==> config.mk <==
export PLATFORM = sky130hd
export DESIGN_NAME = timestamp_capture_array
export DESIGN_NICKNAME = d
export VERILOG_FILES = /design/src/rtl/tsc_pkg.sv /design/src/rtl/tsc_channel.sv /design/src/rtl/timestamp_capture_array.sv
export SDC_FILE = /design/constraint.sdc
export NUM_CORES = 1
export LEC_CHECK = 0
export ABC_AREA = 1
export BUFFER_PORTS_ARGS = -buffer_cell sky130_fd_sc_hd__buf_4
export CORE_MARGIN = 3
export CORE_UTILIZATION = 53
export CTS_CLUSTER_SIZE = 20
export DETAILED_ROUTE_END_ITERATION = 8
export PLACE_DENSITY = 0.8
export SLEW_MARGIN = 5
export SYNTH_ARGS = -nofsm -noshare
export SYNTH_HDL_FRONTEND = slang
export SYNTH_SLANG_ARGS = --single-unit
==> constraint.sdc <==
create_clock -name globalClock -period 1.5 [get_ports globalClock]
set_input_delay 0.075 -clock globalClock [delete_from_list [all_inputs] [get_ports globalClock]]
set_output_delay 0.075 -clock globalClock [all_outputs]
set_load 0.01 [all_outputs]
==> src/rtl/tsc_pkg.sv <==
// Shared types and constants for the timestamp capture array.
// Channel FSM encoding, miss-counter width, default sizing and capture-skew helper.
package tsc_pkg;

    typedef enum logic {
        ST_IDLE = 1'b0,
        ST_HELD = 1'b1
    } chan_state_e;

    localparam int MISS_W       = 8;
    localparam int DEF_WIDTH    = 64;
    localparam int DEF_CHANNELS = 4;
    localparam int DEF_SYNC     = 2;

    // Cycles from event pin to the captured timebase value.
    function automatic int capture_skew(input int sync_stages);
        return sync_stages + 1;
    endfunction

endpackage

==> src/rtl/tsc_channel.sv <==
// One capture channel: synchroniser, edge detector, IDLE/HELD FSM, overrun flag.
// The dropped-edge counter exists only when TSC_MISS_COUNT_EN is defined.
module tsc_channel
    import tsc_pkg::*;
#(
    parameter int pWIDTH = DEF_WIDTH,
    parameter int pSYNC  = DEF_SYNC
) (
    input  logic              globalClock,
    input  logic              iReset_n,
    input  logic              iEvent,
    input  logic              iAck,
    input  logic [pWIDTH-1:0] iCount,
    output logic [pWIDTH-1:0] oTimestamp,
    output logic              oReady,
    output logic              oOverrun,
    output logic [MISS_W-1:0] oMissCount
);

    logic [pSYNC-1:0]  sync_q;
    logic              prev_q;
    logic              edge_q;
    chan_state_e       state_q;
    logic [pWIDTH-1:0] ts_q;
    logic              ovr_q;

    // Synchroniser chain followed by a registered rising-edge detector.
    always_ff @(posedge globalClock or negedge iReset_n) begin
        if (!iReset_n) begin
            sync_q <= '0;
            prev_q <= 1'b0;
            edge_q <= 1'b0;
        end else begin
            sync_q <= {sync_q[pSYNC-2:0], iEvent};
            prev_q <= sync_q[pSYNC-1];
            edge_q <= sync_q[pSYNC-1] & ~prev_q;
        end
    end

    // Channel FSM with capture register and sticky overrun flag.
    always_ff @(posedge globalClock or negedge iReset_n) begin
        if (!iReset_n) begin
            state_q <= ST_IDLE;
            ts_q    <= '0;
            ovr_q   <= 1'b0;
        end else begin
            case (state_q)
                ST_IDLE: begin
                    if (edge_q) begin
                        ts_q    <= iCount;
                        state_q <= ST_HELD;
                    end
                end
                ST_HELD: begin
                    if (iAck) begin
                        ovr_q <= 1'b0;
                        if (edge_q) begin
                            ts_q <= iCount;
                        end else begin
                            state_q <= ST_IDLE;
                        end
                    end else if (edge_q) begin
                        ovr_q <= 1'b1;
                    end
                end
                default: begin
                    state_q <= ST_IDLE;
                    ovr_q   <= 1'b0;
                end
            endcase
        end
    end

`ifdef TSC_MISS_COUNT_EN
    logic [MISS_W-1:0] miss_q;

    // Saturating count of edges dropped while holding; cleared by acknowledge.
    always_ff @(posedge globalClock or negedge iReset_n) begin
        if (!iReset_n) begin
            miss_q <= '0;
        end else if (state_q == ST_HELD && iAck) begin
            miss_q <= '0;
        end else if (state_q == ST_HELD && edge_q && miss_q != {MISS_W{1'b1}}) begin
            miss_q <= miss_q + {{(MISS_W-1){1'b0}}, 1'b1};
        end
    end

    assign oMissCount = miss_q;
`else
    assign oMissCount = '0;
`endif

    assign oTimestamp = ts_q;
    assign oReady     = (state_q == ST_HELD);
    assign oOverrun   = ovr_q;

endmodule

==> src/rtl/timestamp_capture_array.sv <==
// Shared free-running timebase feeding pCHANNELS independent capture channels.
// Optional per-channel dropped-edge counters: define TSC_MISS_COUNT_EN.
module timestamp_capture_array
    import tsc_pkg::*;
#(
    parameter int pWIDTH    = DEF_WIDTH,
    parameter int pCHANNELS = DEF_CHANNELS,
    parameter int pSYNC     = DEF_SYNC
) (
    input  logic                          globalClock,
    input  logic                          iReset_n,
    input  logic                          iEnable,
    input  logic                          iClear,
    input  logic [pCHANNELS-1:0]          iEvent,
    input  logic [pCHANNELS-1:0]          iAck,
    output logic [pCHANNELS*pWIDTH-1:0]   oTimestamp,
    output logic [pCHANNELS-1:0]          oReady,
    output logic [pCHANNELS-1:0]          oOverrun,
    output logic [pCHANNELS*MISS_W-1:0]   oMissCount,
    output logic                          oWrap,
    output logic [pWIDTH-1:0]             oCount
);

    logic [pWIDTH-1:0] count_q, count_d;
    logic              wrap_q, wrap_d;

    // Timebase next state: clear beats enable; wrap flagged only on a counted rollover.
    always_comb begin
        count_d = count_q;
        wrap_d  = 1'b0;
        if (iClear) begin
            count_d = '0;
        end else if (iEnable) begin
            count_d = count_q + {{(pWIDTH-1){1'b0}}, 1'b1};
            wrap_d  = (count_q == {pWIDTH{1'b1}});
        end else begin
            count_d = count_q;
        end
    end

    // Timebase and wrap pulse registers.
    always_ff @(posedge globalClock or negedge iReset_n) begin
        if (!iReset_n) begin
            count_q <= '0;
            wrap_q  <= 1'b0;
        end else begin
            count_q <= count_d;
            wrap_q  <= wrap_d;
        end
    end

    for (genvar k = 0; k < pCHANNELS; k++) begin : g_chan
        tsc_channel #(
            .pWIDTH (pWIDTH),
            .pSYNC  (pSYNC)
        ) u_chan (
            .globalClock (globalClock),
            .iReset_n    (iReset_n),
            .iEvent      (iEvent[k]),
            .iAck        (iAck[k]),
            .iCount      (count_q),
            .oTimestamp  (oTimestamp[k*pWIDTH +: pWIDTH]),
            .oReady      (oReady[k]),
            .oOverrun    (oOverrun[k]),
            .oMissCount  (oMissCount[k*MISS_W +: MISS_W])
        );
    end

    assign oCount = count_q;
    assign oWrap  = wrap_q;

endmodule
### Word level (Yosys, flattened, before mapping)

Index checks and enable logic that the tools add are counted.

* register bits after elaboration: 345
* bits of input ports: 12
* output and inout port bits: 361
* logic and storage cells: 89

* add/sub/neg operators: 1
* equality and inequality tests: 5
* muxes and demuxes: 36
* bitwise operators: 12
* reduce and logical (&&, ||, !) cells: 9

Operators with widths (count)
* two-way mux 64 bit: 10
* one-hot mux 64 bit (2 select lines): 4
* adder 64 x 1 -> 64 bit, second input constant: 1
* equality test 64 bit, second input constant: 1
* two-way mux 1 bit: 18
* nonzero test 2 bit: 5
* != test 2 bit, second input constant: 4
* inverter 1 bit: 8
* one-hot mux 1 bit (2 select lines): 4
* AND reduction 2 bit: 4
* bitwise AND 1 bit: 4

### Logic depth before layout (Yosys ltp)

Gate-level depths: netlist of the first run.

* depth after elaboration: 3
* gate-level depth with buffers: 11
* gate-level depth less buffers: 11

### Modules after synthesis

From an unflattened synthesis of the first run, not the netlist that was laid out.

* cell total of the unflattened synthesis: 1852
* area, all modules: 15367.2 µm²

By module, submodules not included
* tsc_channel: instances 4, cells each 304, area each 2801.4 µm²
* timestamp_capture_array: instances 1, cells each 636, area each 4161.5 µm²

### Worst setup path after synthesis of the first run

Ideal clock, no wire load.

* path type: reg-to-reg
* start point: reg count_q[1] (netlist: oCount[1])
* end point: reg count_q[56] (netlist: oCount[56])
* setup time: 119 ps
* arrival: 1382 ps
* required time: 1381 ps
* path slack: -1 ps
* stages on the path, launching flop included: 11
* cells stage by stage: dfrtp_1 ha_1 inv_1 nor2_2 nand2_1 nor2_2 nand2_2 nor2_2 nand3_1 nand2_1 nor2_1

* word-level cells in the longest chain between the ends: 3

Ends and longest elaborated chain
* from (decl): RTL line timestamp_capture_array.sv:24 `logic [pWIDTH-1:0] count_q, count_d;`
* from (signal assigned): RTL line timestamp_capture_array.sv:47 `count_q <= count_d;`
* adder 64 x 1 -> 64 bit: RTL line timestamp_capture_array.sv:34 `count_d = count_q + {{(pWIDTH-1){1'b0}}, 1'b1};`
* two-way mux 64 bit: RTL line timestamp_capture_array.sv:33 `end else if (iEnable) begin`
* two-way mux 64 bit: RTL line timestamp_capture_array.sv:31 `if (iClear) begin`

Every way passes these cells. The select of a mux whose other input is x is not followed.
A chain may end at the register's enable or synchronous reset.

### Worst setup path after layout of the first run

* start point: reg count_q[24] (netlist: oCount[24])
* end point: reg count_q[26] (netlist: oCount[26])

Same word-level chain as after synthesis.

==> reports/metrics.cfg, run 1 <==
[run_status]
outcome = complete, but fails checks
violations = setup timing

[grt]
antenna_found_initial = 0
grt_max_degree = 67
overflow = 0
grtUsageTotal = 0.303
grt_pass1_vias = 12766
grt_first_pass_wirelength_mm = 69.9

[critical_path]
path_class = reg2reg
cp_max_fo = 5
arrival_ps = 2170
cp-end-kind = flop
startpoint_type = flop
worstPathRequired_ps = 1940

[floorplan]
core_region_area_um2 = 26300
die_height_um = 170
fp.dieW_um = 170
die_area_um2 = 28900
io_pins = 373
rows = 59
start_util = 0.543

[synth]
avgSynthCellArea_um2 = 8.91
ys_ff_latch = 345
seq_area_frac_synth = 0.605
async_reset_ff_frac = 1.00
ys_warn_count = 0
synth_ff_type = dfrtp_1
synth_enable_flop_cells = 0
syn_area_um2 = 14300
synth_largest_area_cell = dfrtp_1
synth.distinct_cells = 35
synth_top_cell_area_share = 0.605
yosys-top-cells-area = dfrtp_1 60%, nand2_1 12%, o21ai_0 9.8%, nor2_1 3.9%, inv_1 3.2%
netlist_instances = 1602

[sta]
slew_viol_final = 0
fin_worst_skew_ps = 18.7
fin_crit_sh = 1.16
hold_violations = 0
setup_ws_ps = -234
max_freq_ghz = 0.577
setup_viol = 55
fin_setup_tns_ps = -5580
finalCriticalPeriod_ps = 1730
rsz0062_at_grt = true

[routing]
drt_iter0_drc = 1281
vias_per_cell = 5.39
wl_mm = 45.8
top_layer = met4
wl_met1_mm = 17.6
route.met3.wl_mm = 4.12
dr.pass1.iters = 6
drc = 0
num_vias = 13304
dr_wl_met2_mm = 22.5
post_drt_wl_per_cell_um = 18.5
ant_nets = 0

[clocking]
cts.htree.levels = 2
max-clock-path-buffers = 3
cts_root_buffer = clkbuf_16
cts_tree = built
clk_latency_ps = 520
cts.sinks = 345
cts_buffers = 36
clk_pin_slew_worst_paths_ps = 60

[hold_path]
min_path_type = in2async

[pwr]
vdd_drop_max_mv = 0.808
p_per_area_nw_per_um2 = 966
leakage_uw = 0.0101
total_power_uw = 19600

[placement]
place_congestion = 0.977
port_buffers = 340
dpl_worst_slack_ps = -313
dp_hpwl_mm = 31.6

[final_layout]
most-common-layout-cells = 503 x buf_4, 417 x nand2_1, 338 x dfrtp_1
layout_commonest_cell = buf_4
layout-drive-gt1-share = 0.345
nets = 2123
syn_to_final_growth_pct = 42.1
diodes = 0
filler_cell_count = 1761

[run]
max_cap_viol_count = 0

-- critical path: stages, from the launching register on --
cell	delay (ps)
dfrtp_1	450
nand2_1	140
inv_1	120
nand3_2	110
nor2_2	170
nand2_1	110
nor2_4	160
buf_4	150
o21ai_0	90
a21oi_1	160
-- final cells by class --
type	instances	area, µm²	area share
Multi-Input combinational cell	1060	5260	0.259
Timing Repair Buffer	543	4350	0.214
Sequential cell	345	8640	0.426
Tap cell	335	419	0.0207
Clock buffer	52	1070	0.0529
Inverter	124	470	0.0232
Clock inverter	10	77.6	0.00382
-- where the power goes --
part	internal (µW)	total, µW	switching [µW]
sequential	9460	9580	119
clock	5120	8660	3530
combinational	486	1360	877
total	15100	19600	4530
-- flip-flops by register name, summed over array words and instances, names as in the netlist --
signal / cells
g_chan.u_chan.edge_q: 4
g_chan.u_chan.oOverrun: 4
g_chan.u_chan.oReady: 4
g_chan.u_chan.oTimestamp: 256
g_chan.u_chan.prev_q: 4
g_chan.u_chan.sync_q: 8
oCount: 64
oWrap: 1
-- Yosys cell counts (2+ instances only) --
cell,number
a31oi_1,2
inv_2,3
o21ai_0,279
a21o_1,4
nor2_4,6
nor2_1,148
buf_1,2
nor3_1,15
a21oi_1,37
buf_2,2
clkbuf_1,58
inv_1,121
buf_6,2
nor3_2,2
nand2_1,444
nand4_1,17
o21ai_1,4
nor2_8,2
buf_4,40
nand3_1,31
dfrtp_1,345
nand2_2,7
nor2_2,19
-- per-stage QoR --
step | instance area [µm²] | instances | hold slack [ps] | util
2_1_floorplan | 14400 | 1633 | -221 | -
3_3_place_gp | 18300 | 2368 | 16.8 | 0.695
3_5_place_dp | 18300 | 2368 | 17.6 | 0.695
4_1_cts | 19900 | 2456 | 78.7 | 0.757
5_1_grt | 20300 | 2469 | 113 | 0.772
6_report | 20300 | 2469 | 68.2 | 0.772
-- what timing repair did --
action                                  in CTS  in global routing
hold buffers                                11                  0
pin swaps                                   26                 38
endpoints found under the setup margin      52                 61
cloned                                       0                  0
hold endpoints to repair                   366                  0
resized for setup                           78                 79
buffers inserted                            15                 14
-- cell families (layout without fill, tap and decap cells) --
logic type      Yosys count  count (layout)  synth area share
compound gates          329             329             0.117
fa+ha+maj                 1               1          0.000877
buf+inv                 228             729            0.0717
flops                   345             345             0.605
other cells               1              32          0.000263
simple gates            698             698             0.205
-- worst paths after layout --
kind,from,end,slack (ps),cells past startpoint
min,iReset_n,g_chan[1].u_chan.oTimestamp[26],70,2
max,oCount[24],oCount[26],-230,9
max reg2reg,oCount[24],oCount[26],-230,9
min reg2reg,g_chan[2].u_chan.sync_q[0],g_chan[2].u_chan.sync_q[1],350,0
max in group asynchronous,iReset_n,g_chan[0].u_chan.oTimestamp[61],710,3
min in group globalClock,iEvent[2],g_chan[2].u_chan.sync_q[0],230,2
-- layer usage --
layer / vias to the layer above / global-route usage
met1: 6452 / 0.401
met4: 0 / 0.0963
met5: - / 0
met3: 123 / 0.0664
li1: 6061 / -
met2: 668 / 0.505
Note: power is estimated with default switching activity, not from simulation.
==> run 2: changes to the inputs <==
- CORE_ASPECT_RATIO: not set -> 0.7
- SKIP_CTS_REPAIR_TIMING: not set -> 1
==> reports/metrics.cfg, run 2 (synthesis gave the netlist of run 1 again) <==
[sta]
worst_slew_pin_slew_ps = 515
fin_worst_skew_ps = 22.1  ; was 18.7 ps
finalCriticalPeriod_ps = 1700  ; was 1730 ps
max_freq_ghz = 0.588  ; was 0.577 GHz
slew_headroom = 0.656
rsz0062_at_grt = true  ; unchanged
hold_ws_ps = 104  ; was 68.2 ps
setup_ws_ps = -200  ; was -234 ps
fin_setup_tns_ps = -4760  ; was -5580 ps
setup_viol = 54  ; was 55
hold_violations = 0  ; unchanged
slew_viol_final = 0  ; unchanged
fin_crit_sh = 1.13  ; was 1.16

[critical_path]
cpMostUsedCell = nor2_4  ; was nand2_1
startpoint_type = flop  ; unchanged
cp-end-kind = flop  ; unchanged
crit_family = simple AND/OR/NAND/NOR gates  ; unchanged
r2r_cells = 8  ; was 9
cp.depth = 8  ; was 9
cpMaxStageDelayCell = dfrtp_1  ; unchanged
rr_startpoint = oCount[18]  ; was oCount[24]
max_stage_delay_ps = 360  ; was 450 ps
crit_chain = buf_4, nand4_1, nor2_4, nand2_2, nor2_4, buf_6, o21ai_0, a21oi_1  ; was nand2_1, inv_1, nand3_2, nor2_2, nand2_1, nor2_4, buf_4, o21ai_0, a21oi_1
cp-startpoint = oCount[18]  ; was oCount[24]
path_class = reg2reg  ; unchanged
arrival_ps = 2140  ; was 2170 ps
worstPathRequired_ps = 1940  ; about the same
crit_buf_inv = 2  ; unchanged
cp_max_fo = 4  ; was 5

[final_layout]
layout-drive-gt1-share = 0.342  ; was 0.345
regArea_um2 = 8650  ; was 8640 µm²
stdcell_count = 2492  ; was 2469
multi_input_area_um2 = 5110  ; was 5260 µm²
layout_commonest_cell = buf_4  ; unchanged
diodes = 0  ; unchanged
filler_cell_count = 1714  ; was 1761
largest_reg_flops = 256  ; unchanged
nets = 2123  ; unchanged
fin_util = 0.780  ; was 0.772
most-common-layout-cells = 510 x buf_4, 416 x nand2_1, 334 x dfrtp_1  ; was 503 x buf_4, 417 x nand2_1, 338 x dfrtp_1
syn_to_final_growth_pct = 42.3  ; was 42.1%

[clocking]
cts_buffers = 34  ; was 36
clk_pin_slew_worst_paths_ps = 70  ; was 60 ps
cts_tree = built  ; unchanged
clk_latency_ps = 530  ; was 520 ps
cts.sinks = 345  ; unchanged
cts_root_buffer = clkbuf_16  ; unchanged
max-clock-path-buffers = 3  ; unchanged
cts.htree.levels = 2  ; unchanged

[placement]
port_buffers = 340  ; unchanged
dp_hpwl_mm = 34.0  ; was 31.6 mm
place_congestion = 0.986  ; was 0.977
dpl.cell_count = 2398  ; was 2368

[pwr]
p_clk_frac = 0.470  ; was 0.442
p_comb_frac = 0.067  ; was 0.070
p_int_uw = 16000  ; was 15100 µW
seqPwrFrac = 0.463  ; was 0.489
p_per_area_nw_per_um2 = 1020  ; was 966 nW/µm²
p_sw_uw = 4680  ; was 4530 µW
leakage_uw = 0.0101  ; about the same
vdd_drop_max_mv = 0.835  ; was 0.808 mV
switching_share = 0.226  ; was 0.231

[floorplan]
start_util = 0.548  ; was 0.543
fp.dieW_um = 202  ; was 170 µm
die_area_um2 = 29000  ; was 28900 µm²
rows = 49  ; was 59
die_height_um = 143  ; was 170 µm
core_region_area_um2 = 26100  ; was 26300 µm²
io_pins = 373  ; unchanged

[routing]
dr.pass1.iters = 8  ; was 6
wl_mm = 48.1  ; was 45.8 mm
num_vias = 13470  ; was 13304
vias_per_cell = 5.41  ; was 5.39
ant_nets = 0  ; unchanged
drt_iter0_drc = 1028  ; was 1281
drc = 0  ; unchanged
post_drt_wl_per_cell_um = 19.3  ; was 18.5 µm

[hold_path]
min_path_type = in2reg  ; was in2async
worstHoldPathCells = 4
hold_start = iClear

[run_status]
violations = setup timing  ; unchanged
outcome = complete, but fails checks  ; unchanged

[grt]
overflow = 0  ; unchanged
grtUsageTotal = 0.317  ; was 0.303
grt_max_degree = 65  ; was 67
grt_pass1_vias = 12789  ; was 12766
antenna_found_initial = 1  ; was 0
grt_first_pass_wirelength_mm = 71.9  ; was 69.9 mm

[run]
max_cap_viol_count = 0  ; unchanged

-- run 2: cell types whose count changed in the layout (fill, tap and decap cells not counted), moves of 7 or more --
cell	change
nand3_2	-7
buf_6	-7
buf_4	+7
nor2_2	+10
nor2_4	-11
bufinv_16	+8
nand3_1	+7
-- run 2: layout make-up --
type,count,area share
repair buffers,545,0.214
flip-flops and latches,345,0.426
inverters,124,0.0235
well taps,357,0.0220
multi-input cells,1060,0.252
clock inverters,18,0.0163
clock buffers,43,0.0466
-- run 2: worst min-delay path, stage by stage --
cell	delay (ps)
buf_4	140
nor2_2	90
nor3_4	170
a221oi_2	100
-- run 2: power groups by stage --
stage	combinational, µW	sequential (µW)	clock, µW
floorplan	549	9770	0
global placement	1230	9740	0
detailed placement	1270	9750	0
CTS	1280	9580	9810
global route	1500	9600	10200
finish	1380	9590	9720
-- run 2: through the flow --
step           setup slack [ps]  power, µW  instance area [µm²]
4_1_cts                    -316      20700                19600
6_report                   -200      20700                20300
3_3_place_gp               -233      11000                18300
3_5_place_dp               -295      11000                18300
2_1_floorplan              23.0      10300                14400
5_1_grt                    -303      21300                20300
-- run 2: layer usage --
layer  wire length, µm  vias up  track usage  share of wire
met5                13        -            0        0.00027
met1             19900     6516        0.451           0.41
li1                  -     6072            -              -
met4              1230        2       0.0831          0.026
met2             21600      769        0.487           0.45
met3              5330      111       0.0921           0.11
-- run 2: final timing paths --
| check | slack, ps | end |
|---|---|---|
| setup / recovery | -200 | oCount[26] |
| hold / removal | 100 | oCount[4] |
| setup reg to reg | -200 | oCount[26] |
| hold reg to reg | 350 | g_chan[2].u_chan.sync_q[1] |
| max in group asynchronous | 710 | g_chan[2].u_chan.oTimestamp[47] |
| min in group asynchronous | 140 | g_chan[2].u_chan.oTimestamp[6] |
==> run 3: changes to the inputs <==
- ABC_AREA: 1 -> not set
- GPL_ROUTABILITY_DRIVEN: not set -> 0
- TNS_END_PERCENT: not set -> 5
==> reports/metrics.cfg, run 3 <==
[run_status]
outcome = complete, but fails checks  ; unchanged
violations = setup timing  ; unchanged

[synth]
synth_top_cell_area_share = 0.616  ; was 0.605
syn_area_um2 = 14000  ; was 14300 µm²
yosys-top-cells-area = dfrtp_1 62%, mux2_2 19%, buf_4 2.3%, nand2_1 1.5%, nand4_1 1.5%  ; was dfrtp_1 60%, nand2_1 12%, o21ai_0 9.8%, nor2_1 3.9%, inv_1 3.2%
synth_largest_area_cell = dfrtp_1  ; unchanged
synth_enable_flop_cells = 0  ; unchanged
ys_warn_count = 0  ; unchanged
synth_ff_type = dfrtp_1  ; unchanged
avgSynthCellArea_um2 = 13.1  ; was 8.91 µm²
netlist_instances = 1069  ; was 1602
async_reset_ff_frac = 1.00  ; unchanged
ys_top_cells_by_count = 345 x dfrtp_1, 231 x mux2_2, 56 x nand2_1  ; was 444 x nand2_1, 345 x dfrtp_1, 279 x o21ai_0
seq_area_frac_synth = 0.616  ; was 0.605
synth.distinct_cells = 45  ; was 35
ys_ff_latch = 345  ; unchanged
yosysMostFrequentCell = dfrtp_1  ; was nand2_1

[pwr]
p_int_uw = 15100  ; was 16000 µW
seqPwrFrac = 0.490  ; was 0.463
leakage_uw = 0.0101  ; about the same
vdd_drop_max_mv = 0.954  ; was 0.835 mV
switching_share = 0.219  ; was 0.226
p_sw_uw = 4220  ; was 4680 µW
total_power_uw = 19300  ; was 20700 µW
p_clk_frac = 0.459  ; was 0.470
p_per_area_nw_per_um2 = 995  ; was 1020 nW/µm²
p_comb_frac = 0.051  ; was 0.067

[sta]
max_freq_ghz = 0.481  ; was 0.588 GHz
slew_viol_final = 0  ; unchanged
fin_worst_skew_ps = 16.7  ; was 22.1 ps
hold_ws_ps = 0.501  ; was 104 ps
setup_ws_ps = -579  ; was -200 ps
finalCriticalPeriod_ps = 2080  ; was 1700 ps
setup_viol = 54  ; unchanged
hold_violations = 0  ; unchanged
rsz0062_at_grt = true  ; unchanged
fin_crit_sh = 1.39  ; was 1.13

[final_layout]
layout-drive-gt1-share = 0.529  ; was 0.342
filler_cell_count = 1732  ; was 1714
largest_reg_flops = 256  ; unchanged
stdcell_count = 1922  ; was 2492
layout_commonest_cell = buf_4  ; unchanged
most-common-layout-cells = 486 x buf_4, 344 x dfrtp_1, 231 x mux2_2  ; was 510 x buf_4, 416 x nand2_1, 334 x dfrtp_1
nets = 1553  ; was 2123
syn_to_final_growth_pct = 38.2  ; was 42.3%
diodes = 0  ; unchanged

[routing]
ant_nets = 0  ; unchanged
drt_iter0_drc = 498  ; was 1028
num_vias = 10431  ; was 13470
post_drt_wl_per_cell_um = 20.3  ; was 19.3 µm
dr.pass1.iters = 4  ; was 8
vias_per_cell = 5.43  ; was 5.41
wl_mm = 39.0  ; was 48.1 mm
drc = 0  ; unchanged

[floorplan]
die_area_um2 = 28500  ; was 29000 µm²
die_height_um = 142  ; was 143 µm
rows = 49  ; unchanged
core_region_area_um2 = 25900  ; was 26100 µm²
start_util = 0.542  ; was 0.548
fp.dieW_um = 200  ; was 202 µm
io_pins = 373  ; unchanged

[clocking]
cts.sinks = 345  ; unchanged
cts_buffers = 34  ; unchanged
cts.htree.levels = 2  ; unchanged
cts_root_buffer = clkbuf_16  ; unchanged
clk_pin_slew_worst_paths_ps = 70  ; about the same
max-clock-path-buffers = 3  ; unchanged
clk_latency_ps = 520  ; was 530 ps
cts_tree = built  ; unchanged

[placement]
dpl_worst_slack_ps = -550  ; was -295 ps
dpl.cell_count = 1848  ; was 2398
dp_hpwl_mm = 27.7  ; was 34.0 mm
port_buffers = 340  ; unchanged

[critical_path]
r2r_slack_ps = -580  ; was -200 ps
r2r_cells = 5  ; was 8
worstPathRequired_ps = 1950  ; was 1940 ps
arrival_ps = 2530  ; was 2140 ps
rr_startpoint = oCount[35]  ; was oCount[18]
cp-end-kind = flop  ; unchanged
rr_endpoint = oCount[50]  ; was oCount[26]
startpoint_type = flop  ; unchanged
path_class = reg2reg  ; unchanged
cp-startpoint = oCount[35]  ; was oCount[18]
cp_max_fo = 2  ; was 4

[hold_path]
hold_start = iEnable  ; was iClear
holdPathEnd = oCount[0]  ; was oCount[4]
min_path_type = in2reg  ; unchanged
worstHoldPathCells = 4  ; unchanged

[grt]
overflow = 0  ; unchanged
grt_max_degree = 67  ; was 65
grt_first_pass_wirelength_mm = 60.3  ; was 71.9 mm
grtUsageTotal = 0.264  ; was 0.317
grt_pass1_vias = 10770  ; was 12789
antenna_found_initial = 0  ; was 1

[run]
max_cap_viol_count = 0  ; unchanged

==> run 3: changes by cell type in the layout (fill, tap and decap cells not counted), moves of 16 or more <==
cell / delta
xor2_1: +20
inv_1: -110
xnor2_1: +16
nand4_1: +16
o21ai_0: -235
buf_4: -24
nand2_2: -25
mux2_2: +231
nor2_2: -38
nor2_1: -63
nor2_4: -19
nand2_1: -366
==> run 3: power by group through the flow <==
stage	Clock (µW)	Sequential [µW]	Combinational, µW
2_1_floorplan	0	9640	489
3_3_place_gp	0	9620	939
3_5_place_dp	0	9630	958
4_1_cts	8990	9460	960
5_1_grt	9420	9460	1070
6_report	8840	9450	979
==> run 3: metal layers <==
metal  GRT usage  up-vias  wire, µm
li1            -     4633         -
met1       0.366     5376     16900
met2       0.428      370     18700
met3      0.0661       52      2780
met4      0.0646        0       609
met5           0        -         0
==> run 3: cell type report <==
cell class / count / area (µm²) / area share
clock inverters: 13 / 150 / 0.00775
repair buffers: 511 / 4040 / 0.209
flip-flops and latches: 345 / 8630 / 0.446
inverters: 7 / 26.3 / 0.00136
multi-input cells: 641 / 5060 / 0.261
well taps: 357 / 447 / 0.0231
clock buffers: 48 / 1020 / 0.0525
==> run 3: through the flow <==
stage	TNS (ps)	instance area [µm²]	utilization
global route	-24610	19400	0.749
floorplan	-22110	14200	-
global placement	-15430	18000	0.694
finish	-18560	19400	0.749
CTS	-18780	19100	0.739
detailed placement	-17900	18000	0.694
==> run 3: logic make-up after synthesis <==
group / count (synthesis) / share of synthesized area
fa+ha+maj: 1 / 0.000892
compound gates: 85 / 0.0331
xor+xnor: 36 / 0.0225
simple gates: 255 / 0.0966
flops: 345 / 0.616
mux: 232 / 0.186
other cells: 1 / 0.000267
buf+inv: 114 / 0.0449
==> run 3: critical path, cell delays in order (launching register included) <==
cell and delay (ps):
dfrtp_1 350, nand4_1 140, or4_4 530, or4_4 430, or4_1 430, a21oi_2 120
==> run 3: worst max-delay path by stage <==
stage                 end  slack, ps  cells after the start
3_5_place_dp   oCount[52]       -550                      6
6_report       oCount[50]       -580                      5
2_1_floorplan  oCount[50]       -680                      6
3_3_place_gp   oCount[50]       -550                      5
5_1_grt        oCount[47]       -730                      8
4_1_cts        oCount[52]       -570                      6
